**src/rtl/priority_arbiter_pkg.sv**
```systemverilog
// Shared types for the priority arbiter: arbitration mode and handshake state.
package priority_arbiter_pkg;

  typedef enum logic {
    MODE_FIXED = 1'b0,
    MODE_RR    = 1'b1
  } mode_e;

  typedef enum logic {
    IDLE = 1'b0,
    HOLD = 1'b1
  } state_e;

endpackage

```
**src/rtl/priority_arbiter_pick.sv**
```systemverilog
// Combinational winner search: highest set bit (fixed) or first set bit at/after
// start with wrap-around (round-robin).
module priority_pick
  import priority_arbiter_pkg::*;
#(
  parameter int N = 8,
  parameter int W = $clog2(N)
) (
  input  logic [N-1:0] req,
  input  logic [W-1:0] start,
  input  mode_e        mode,
  output logic [W-1:0] idx,
  output logic         any
);

  logic [W:0] pos_s;

  // Winner search; later loop iterations override earlier ones, so loop order sets priority
  always_comb begin
    idx   = '0;
    pos_s = '0;
    case (mode)
      MODE_FIXED: begin
        for (int i = 0; i < N; i++) begin
          idx = req[i] ? W'(i) : idx;
        end
      end
      MODE_RR: begin
        // Walk offsets downward so the smallest offset from start wins
        for (int k = N - 1; k >= 0; k--) begin
          pos_s = {1'b0, start} + (W+1)'(k);
          if (pos_s >= (W+1)'(N)) begin
            pos_s = pos_s - (W+1)'(N);
          end else begin
            pos_s = pos_s;
          end
          idx = req[pos_s[W-1:0]] ? pos_s[W-1:0] : idx;
        end
      end
      default: idx = '0;
    endcase
  end

  assign any = |req;

endmodule

```
**src/rtl/priority_arbiter.sv**
```systemverilog
// Fixed/round-robin priority arbiter with a registered valid/ready grant output
// that issues back-to-back grants on handshake and never retracts a pending grant.
module priority_arbiter
  import priority_arbiter_pkg::*;
#(
  parameter int N = 8,
  parameter int W = $clog2(N)
) (
  input  logic         clk,
  input  logic         rst_n,
  input  logic [N-1:0] req,
  input  logic         mode,
  input  logic         out_ready,
  output logic         out_valid,
  output logic [W-1:0] grant_idx,
  output logic [N-1:0] grant_onehot,
  output logic         none
);

  state_e       state_r, state_n_s;
  logic [W-1:0] ptr_r, ptr_n_s, ptr_inc_s;
  logic [W-1:0] grant_idx_r, grant_idx_n_s, win_s;
  logic [N-1:0] grant_onehot_r, grant_onehot_n_s;
  logic         out_valid_r, out_valid_n_s;
  logic         none_r, none_n_s;
  logic         any_s, sel_s, hs_s;
  mode_e        mode_s;

  assign mode_s    = mode_e'(mode);
  assign hs_s      = (state_r == HOLD) && out_ready;
  assign ptr_inc_s = (grant_idx_r == W'(N - 1)) ? '0 : grant_idx_r + W'(1);

  // Pointer advances past the accepted grant; the same value seeds this cycle's search
  always_comb begin
    ptr_n_s = ptr_r;
    if (hs_s && (mode_s == MODE_RR)) begin
      ptr_n_s = ptr_inc_s;
    end else begin
      ptr_n_s = ptr_r;
    end
  end

  priority_pick #(.N(N), .W(W)) u_pick (
    .req   (req),
    .start (ptr_n_s),
    .mode  (mode_s),
    .idx   (win_s),
    .any   (any_s)
  );

  // Next state and next registered outputs
  always_comb begin
    sel_s            = 1'b0;
    state_n_s        = state_r;
    out_valid_n_s    = out_valid_r;
    grant_idx_n_s    = grant_idx_r;
    grant_onehot_n_s = grant_onehot_r;
    none_n_s         = none_r;
    case (state_r)
      IDLE:    sel_s = 1'b1;
      HOLD:    sel_s = out_ready;
      default: sel_s = 1'b1;
    endcase
    if (sel_s) begin
      if (any_s) begin
        state_n_s        = HOLD;
        out_valid_n_s    = 1'b1;
        grant_idx_n_s    = win_s;
        grant_onehot_n_s = N'(1) << win_s;
        none_n_s         = 1'b0;
      end else begin
        state_n_s        = IDLE;
        out_valid_n_s    = 1'b0;
        grant_onehot_n_s = '0;
        none_n_s         = 1'b1;
      end
    end else begin
      state_n_s = state_r;
    end
  end

  // State, pointer and output registers
  always_ff @(posedge clk or negedge rst_n) begin
    if (!rst_n) begin
      state_r        <= IDLE;
      ptr_r          <= '0;
      out_valid_r    <= 1'b0;
      grant_idx_r    <= '0;
      grant_onehot_r <= '0;
      none_r         <= 1'b1;
    end else begin
      state_r        <= state_n_s;
      ptr_r          <= ptr_n_s;
      out_valid_r    <= out_valid_n_s;
      grant_idx_r    <= grant_idx_n_s;
      grant_onehot_r <= grant_onehot_n_s;
      none_r         <= none_n_s;
    end
  end

  assign out_valid    = out_valid_r;
  assign grant_idx    = grant_idx_r;
  assign grant_onehot = grant_onehot_r;
  assign none         = none_r;

endmodule

```
**config.mk**
```make
export PLATFORM = sky130hd
export DESIGN_NAME = priority_arbiter
export DESIGN_NICKNAME = d
export VERILOG_FILES = /design/src/rtl/priority_arbiter_pkg.sv /design/src/rtl/priority_arbiter_pick.sv /design/src/rtl/priority_arbiter.sv
export SDC_FILE = /design/constraint.sdc
export NUM_CORES = 1
export LEC_CHECK = 0
export ABC_AREA = 1
export CORE_UTILIZATION = 47
export CTS_CLUSTER_DIAMETER = 60
export DETAILED_ROUTE_END_ITERATION = 10
export HOLD_SLACK_MARGIN = 0.05
export PLACE_DENSITY = 0.72
export SYNTH_ARGS = -nofsm -noshare
export SYNTH_HDL_FRONTEND = slang
export SYNTH_SLANG_ARGS = --single-unit
```
**constraint.sdc**
```tcl
create_clock -name clk -period 6.1 [get_ports clk]
set_clock_uncertainty 0.15 [all_clocks]
set_input_delay 1.22 -clock clk [delete_from_list [all_inputs] [get_ports clk]]
set_output_delay 1.22 -clock clk [all_outputs]
set_load 0.1 [all_outputs]
```
==> results of run 1 <==
-- path summary, 6_finish.rpt --
kind,cells after the start,to,slack (ps),from
worst min-delay path,2,none,330,none
worst min register to register,2,none,330,none
max in group asynchronous,1,grant_onehot[6],4160,rst_n
worst max register to register,23,grant_onehot[1],2930,grant_idx[0]
min in group asynchronous,1,grant_onehot[3],1190,rst_n
worst max-delay path,22,grant_onehot[1],2020,mode
-- per-stage QoR --
step	hold slack [ps]	utilization, %	power, W	instances
after floorplan	400	-	0.000854	253
after global placement	313	58.7	0.00103	320
after detailed placement	313	58.7	0.00103	320
after CTS	327	59.9	0.00111	324
after global routing	359	59.9	0.00122	324
final	329	59.9	0.00111	324
-- area by class of cell --
| type | instances | area share (%) |
|---|---|---|
| clock buffers | 4 | 1.98 |
| flip-flops and latches | 16 | 22.0 |
| multi-input cells | 205 | 53.5 |
| inverters | 31 | 6.37 |
| well taps | 44 | 3.01 |
| repair buffers | 24 | 13.1 |
-- state kept, by name, summed over array words and instances, names as in the netlist --
name and cells:
grant_idx 3, ptr_r 3, grant_onehot 8, out_valid 1, none 1
-- where the power goes --
part / switching [W] / internal [W] / total [W]
logic: 0.000628 / 0.000252 / 0.000880
clock network: 0.0000344 / 0.0000364 / 0.0000707
registers: 0.0000210 / 0.000139 / 0.000160
-- critical path: cells and delay by family --
family          cells  cell delay (ps)
simple gates       17             1350
buf+inv             3              830
compound gates      1              380
fa+ha+maj           1              360
-- layer usage --
metal / share of wire (%) / vias to the layer above
met2: 41 / 65
met3: 8.4 / 2
li1: - / 863
met1: 51 / 741
met5: 0 / -
met4: 0.18 / 0
-- cells in the final DEF (no fill, tap or decap) --
cell             synthesis  final
dfstp_2                  1      1
nand3_1                 44     44
ha_1                     4      4
nor2_1                  12     12
nor2_2                   2      2
a21oi_2                  1      1
a21oi_1                  9      9
a31oi_1                  2      2
nor2_8                   1      1
clkbuf_8                 0      1
clkbuf_4                 0      3
clkdlybuf4s50_1          0     24
nand2_4                  2      2
nor4_1                   2      2
o21ai_2                  3      3
inv_1                   27     27
nand3_2                  2      2
dfrtp_1                 15     15
inv_2                    4      4
o21ai_0                  1      1
o21ai_1                  3      3
o21bai_1                 1      1
nand2_1                108    108
nand2_2                  8      8
-- logic make-up after synthesis --
logic type	share of synthesized area, %
buffers and inverters	8.46
AO/OA/AOI/OAI	7.97
AND/OR/NAND/NOR	53.6
adder cells (fa/ha/maj)	3.32
flip-flops	26.6
==> out/qor.csv, run 1 <==
stage,metric,value,unit
clocking,clock slew at reported path FFs,100,ps
synthesis,ys async rst share,100,%
sta,Tcrit/Tclk final,66.9,%
grt,first-pass GRT wire length,6760,µm
pwr,largest vdd supply drop,0.348,mV
clocking,hold_buf cts,0,
detailed_routing,drt via density,5.16,
synthesis,Synthesis Warnings,0,
synthesis,Syn Nets,269,
synthesis,Syn Inst Count,253,
sta,min Tclk post-route,4080,ps
sta,fin worst setup slack,2020,ps
synthesis,ys flop type,dfrtp_1,
setup_path,CP dominant cell by count,nand2_1,
synthesis,largest area contributor in the netlist,nand2_1,
finish,register area,402,µm²
sta,final hold vios,0,
place,routability cong.,0.968,
synthesis,register area share after synthesis,26.6,%
clocking,Clock Latency Late Sink,290,ps
setup_path,crit path max fanout,10,
detailed_routing,detailed-route wire length per cell,12.2,µm
sta,Pins Over Slew Limit,0,
finish,Final Cell Area,1830,µm²
place,pre-CTS setup slack,1750,ps
detailed_routing,iteration count of the initial detailed-routing pass,4,
grt,pin count of the biggest net entering global routing,17,
die,die width,58.6,µm
die,I/O pins,25,
detailed_routing,via count,1671,
die,Core Box Area,3050,µm²
hold_path,class of the worst hold path,register to register,
detailed_routing,Iter 0 DRT Violations,116,
setup_path,crit end category,register,
finish,Multi-input gate area,978,µm²
detailed_routing,residual DRC count,0,
finish,share of layout cells above drive strength 1,10.0,%
synthesis,ranking of synthesized cells by area,"nand2_1 (27%), dfrtp_1 (25%), nand3_1 (15%), inv_1 (6.7%), ha_1 (3.3%)",
flow_run,MaxCap Viol Count,0,
sta,Setup-failing EPs final,0,
clocking,CTS Buf Count,3,
run_status,status,completed,
die,Row Count,20,
synthesis,"flops & latches, synth",16,
synthesis,Netlist cell types,22,
detailed_routing,remaining antenna violation count,0,
grt,busiest grt layer,met1,
grt,grt total ovfl,0,
grt,grt met3 use,4.40,%
pwr,PD cells,607,nW/µm²
finish,P&R area growth vs syn,21.2,%
setup_path,crit path DAT,4150,ps
grt,initial antenna violation count,0,
synthesis,post-synth top area share,26.9,%
place,placed cell areas,1790,µm²
sta,RSZ-0062 raised after global routing,false,
sta,f_max,0.245,GHz
setup_path,worst endpoint required time,6180,ps
sta,Fin Setup TNS,0,ps
clocking,CTS tree,yes,
setup_path,"slowest stage delay, CP",520,ps
synthesis,Synth Area per Inst,5.96,µm²
synthesis,Post-Syn Area,1510,µm²
place,Port-buffer cells,24,
setup_path,CP max-delay cell,clkdlybuf4s50_1,
pwr,P_leak,1.02,nW
clocking,# resized after CTS,0,
clocking,clock buffer depth,2,
die,height of the die,58.6,µm
clocking,Setup Buffers After CTS,0,
finish,antenna fix cells,0,
sta,worst-margin pin slew,991,ps
finish,Filler Cell Count,311,
die,initial core utilization,49.4,%
setup_path,crit path kind,input port to register,
synthesis,Post-synth top cells,"nand2_1 (108), nand3_1 (44), inv_1 (27)",
finish,fin nets,297,
synthesis,"EDFF count, synth",0,
clocking,clock root buffer,clkbuf_4,
grt,routing usage on met1,41.2,%
sta,Max-slew headroom,33.8,%
die,die area,3440,µm²
setup_path,crit path cell chain,clkdlybuf4s50_1 > inv_2 > nor2_8 > o21ai_2 > ha_1 > inv_1 > nand3_1 > nand2_1 > nor2_1 > nand2_1 > nand2_1 > nand2_1 > nand2_1 > nand2_1 > nand2_1 > nand2_1 > nand2_1 > nand2_2 > nand2_1 > nor2_2 > nand3_1 > nand2_1,
synthesis,cell with the most instances after synthesis,nand2_1,
detailed_routing,WL final,3950,µm
place,hpwl dp,3160,µm
clocking,total number of clock tree sinks,16,
clocking,CTS H-tree lvls,1,
grt,vias in the first global route,1461,
grt,All-Layer GR Usage,25.4,%
grt,met2 Use GR,36.1,%
setup_path,crit path launch type,input port,
Note: power is estimated with default switching activity, not from simulation.
==> inputs of run 2 (changes only) <==
--- a/config.mk
+++ b/config.mk
@@ -10,7 +10,7 @@
 export CTS_CLUSTER_DIAMETER = 60
 export DETAILED_ROUTE_END_ITERATION = 10
 export HOLD_SLACK_MARGIN = 0.05
-export PLACE_DENSITY = 0.72
+export PLACE_DENSITY = 0.75
 export SYNTH_ARGS = -nofsm -noshare
 export SYNTH_HDL_FRONTEND = slang
 export SYNTH_SLANG_ARGS = --single-unit
==> constraint.sdc (replaced) <==
create_clock -name clk -period 3.48 [get_ports clk]
set_clock_uncertainty 0.15 [all_clocks]
set_input_delay 0.696 -clock clk [delete_from_list [all_inputs] [get_ports clk]]
set_output_delay 0.696 -clock clk [all_outputs]
set_load 0.1 [all_outputs]
==> out/qor.csv, run 2 (synthesis gave the netlist of run 1 again) <==
stage,metric,value,unit,change
finish,number of flip-flops under the largest register name,8,,unchanged
place,routability cong.,0.932,,-3.7%
pwr,largest vdd supply drop,0.683,mV,+96%
sta,final hold slack,331,ps,+1.63 ps
setup_path,crit path kind,input port to register,,
setup_path,Top delay family on crit path,simple AND/OR/NAND/NOR gates,,
sta,Setup-failing EPs final,0,,unchanged
clocking,CTS Buf Count,3,,unchanged
sta,Tcrit/Tclk final,92.4,%,
setup_path,crit path max fanout,5,,-5
setup_path,CP max-delay cell,clkdlybuf4s50_1,,
setup_path,crit path launch type,input port,,
setup_path,CP Depth,23,,+4.5%
finish,fin nets,313,,+5.4%
clocking,CTS tree,yes,,
sta,Max-slew headroom,53.4,%,+20 points
die,Core Box Area,3050,µm²,unchanged
detailed_routing,residual DRC count,0,,unchanged
setup_path,reg2reg end,grant_onehot[2],,
detailed_routing,detailed-route wire length per cell,11.6,µm,-5.2%
die,die width,58.6,µm,unchanged
die,die area,3440,µm²,unchanged
clocking,clock root buffer,clkbuf_4,,
finish,Final Core Density,63.4,%,+3.5 points
setup_path,"slowest stage delay, CP",510,ps,about the same
finish,most frequent cells in the layout,"nand2_1 (108), nand3_1 (44), buf_4 (28)",,
die,initial core utilization,49.4,%,unchanged
detailed_routing,iteration count of the initial detailed-routing pass,5,,+1
flow_run,MaxCap Viol Count,0,,unchanged
clocking,CTS H-tree lvls,1,,unchanged
pwr,P_leak,1.13,nW,+11%
setup_path,slack of the worst reg-to-reg path,530,ps,-2400 ps
setup_path,crit path DAT,3300,ps,-850 ps
die,I/O pins,25,,unchanged
place,Port-buffer cells,24,,unchanged
detailed_routing,WL final,3940,µm,-0.48%
finish,"leading cell type in the layout, fill and taps excluded",nand2_1,,
grt,initial antenna violation count,0,,unchanged
setup_path,crit path cell chain,clkdlybuf4s50_1 > nand2_1 > nor2_8 > nand2_1 > o21ai_2 > ha_1 > inv_1 > nand3_1 > nand2_1 > nor2_1 > nand2_1 > nand2_1 > nand2_1 > nand2_1 > nand2_1 > nand2_1 > nand2_1 > nand2_1 > nand2_2 > nand2_1 > nor2_4 > nand3_1 > nand2_1,,
setup_path,worst endpoint required time,3560,ps,-2620 ps
setup_path,cells on worst reg2reg path,23,,unchanged
hold_path,Hold Path Cell Cnt,2,,unchanged
setup_path,CP dominant cell by count,nand2_1,,
sta,f_max,0.311,GHz,
setup_path,CP Launch Point,out_ready,,
place,hpwl dp,3160,µm,-0.22%
sta,final hold vios,0,,unchanged
die,height of the die,58.6,µm,unchanged
pwr,PD cells,1040,nW/µm²,+71%
finish,share of layout cells above drive strength 1,19.3,%,+9.3 points
sta,fin worst setup slack,264,ps,-1760 ps
setup_path,Buf/Inv on CP,2,,-1
finish,Filler Cell Count,301,,-3.2%
finish,register area,402,µm²,unchanged
grt,first-pass GRT wire length,6830,µm,+1.1%
grt,pin count of the biggest net entering global routing,17,,unchanged
grt,grt total ovfl,0,,unchanged
setup_path,crit end category,register,,
detailed_routing,drt via density,4.93,,-4.4%
die,Row Count,20,,unchanged
sta,min Tclk post-route,3220,ps,
detailed_routing,Iter 0 DRT Violations,140,,+21%
place,pre-CTS setup slack,-107,ps,-1860 ps
hold_path,class of the worst hold path,register to register,,
finish,antenna fix cells,0,,unchanged
grt,All-Layer GR Usage,26.0,%,+0.61 points
pwr,Final Power,0.00201,W,+81%
detailed_routing,via count,1677,,+0.36%
clocking,Clock Latency Late Sink,290,ps,about the same
finish,Multi-input gate area,983,µm²,+0.51%
clocking,total number of clock tree sinks,16,,unchanged
place,post-placement cell count,336,,+5.0%
clocking,clock buffer depth,2,,unchanged
finish,P&R area growth vs syn,28.4,%,
setup_path,R2R Path Start,grant_idx[0],,
grt,vias in the first global route,1486,,+1.7%
clocking,clock slew at reported path FFs,90,ps,about the same
finish,Non-Filler Instances,340,,+4.9%
setup_path,last element of the critical path,grant_onehot[2],,
sta,worst-margin pin slew,696,ps,-294 ps
run_status,status,completed,,
sta,Pins Over Slew Limit,0,,unchanged
detailed_routing,remaining antenna violation count,0,,unchanged
-- run 2: cell types whose count changed in the layout (fill, tap and decap cells not counted), sizes merged --
cell           delta
buf              +29
clkdlybuf4s50    -14
dlymetal6s2s      +1
-- run 2: final cells by class --
class | count | share of cell area [%]
Sequential cell | 16 | 20.7
Multi-Input combinational cell | 205 | 50.8
Timing Repair Buffer | 40 | 17.7
Tap cell | 44 | 2.84
Inverter | 31 | 6.01
Clock buffer | 4 | 1.87
-- run 2: worst min path at each step --
stage / from / endpoint
6_report: none / none
5_1_grt: none / none
4_1_cts: none / none
3_5_place_dp: none / none
3_3_place_gp: none / none
2_1_floorplan: rst_n / grant_idx[0]
-- run 2: per-layer routing --
metal	track usage [%]	up-vias	routed length (µm)
met4	8.16	0	40
met2	38.1	64	1620
li1	-	894	-
met5	0	-	0
met1	38.0	713	1970
met3	5.93	6	306
-- run 2: per-stage QoR --
step	TNS, ps	instance area, µm²
2_1_floorplan	0	1510
4_1_cts	0	1930
3_3_place_gp	-348	1890
3_5_place_dp	-410	1890
5_1_grt	-1.53	1940
6_report	0	1940
-- run 2: repair_timing --
item	in CTS	in global routing
setup endpoints to repair	0	7
resized for setup	0	2
setup buffers	0	0
hold buffers	0	0
-- run 2: report_power, final --
group / leakage [nW] / switching (W) / internal [W]
clock network: 0.0210 / 0.0000573 / 0.0000638
registers: 0.199 / 0.0000365 / 0.000243
logic: 0.908 / 0.00110 / 0.000511
total: 1.13 / 0.00119 / 0.000819
-- run 2: tightest hold or removal path, stage by stage (launching register included) --
cell and delay, ps:
dfstp_2 380, nand2_1 50, nand2_1 50
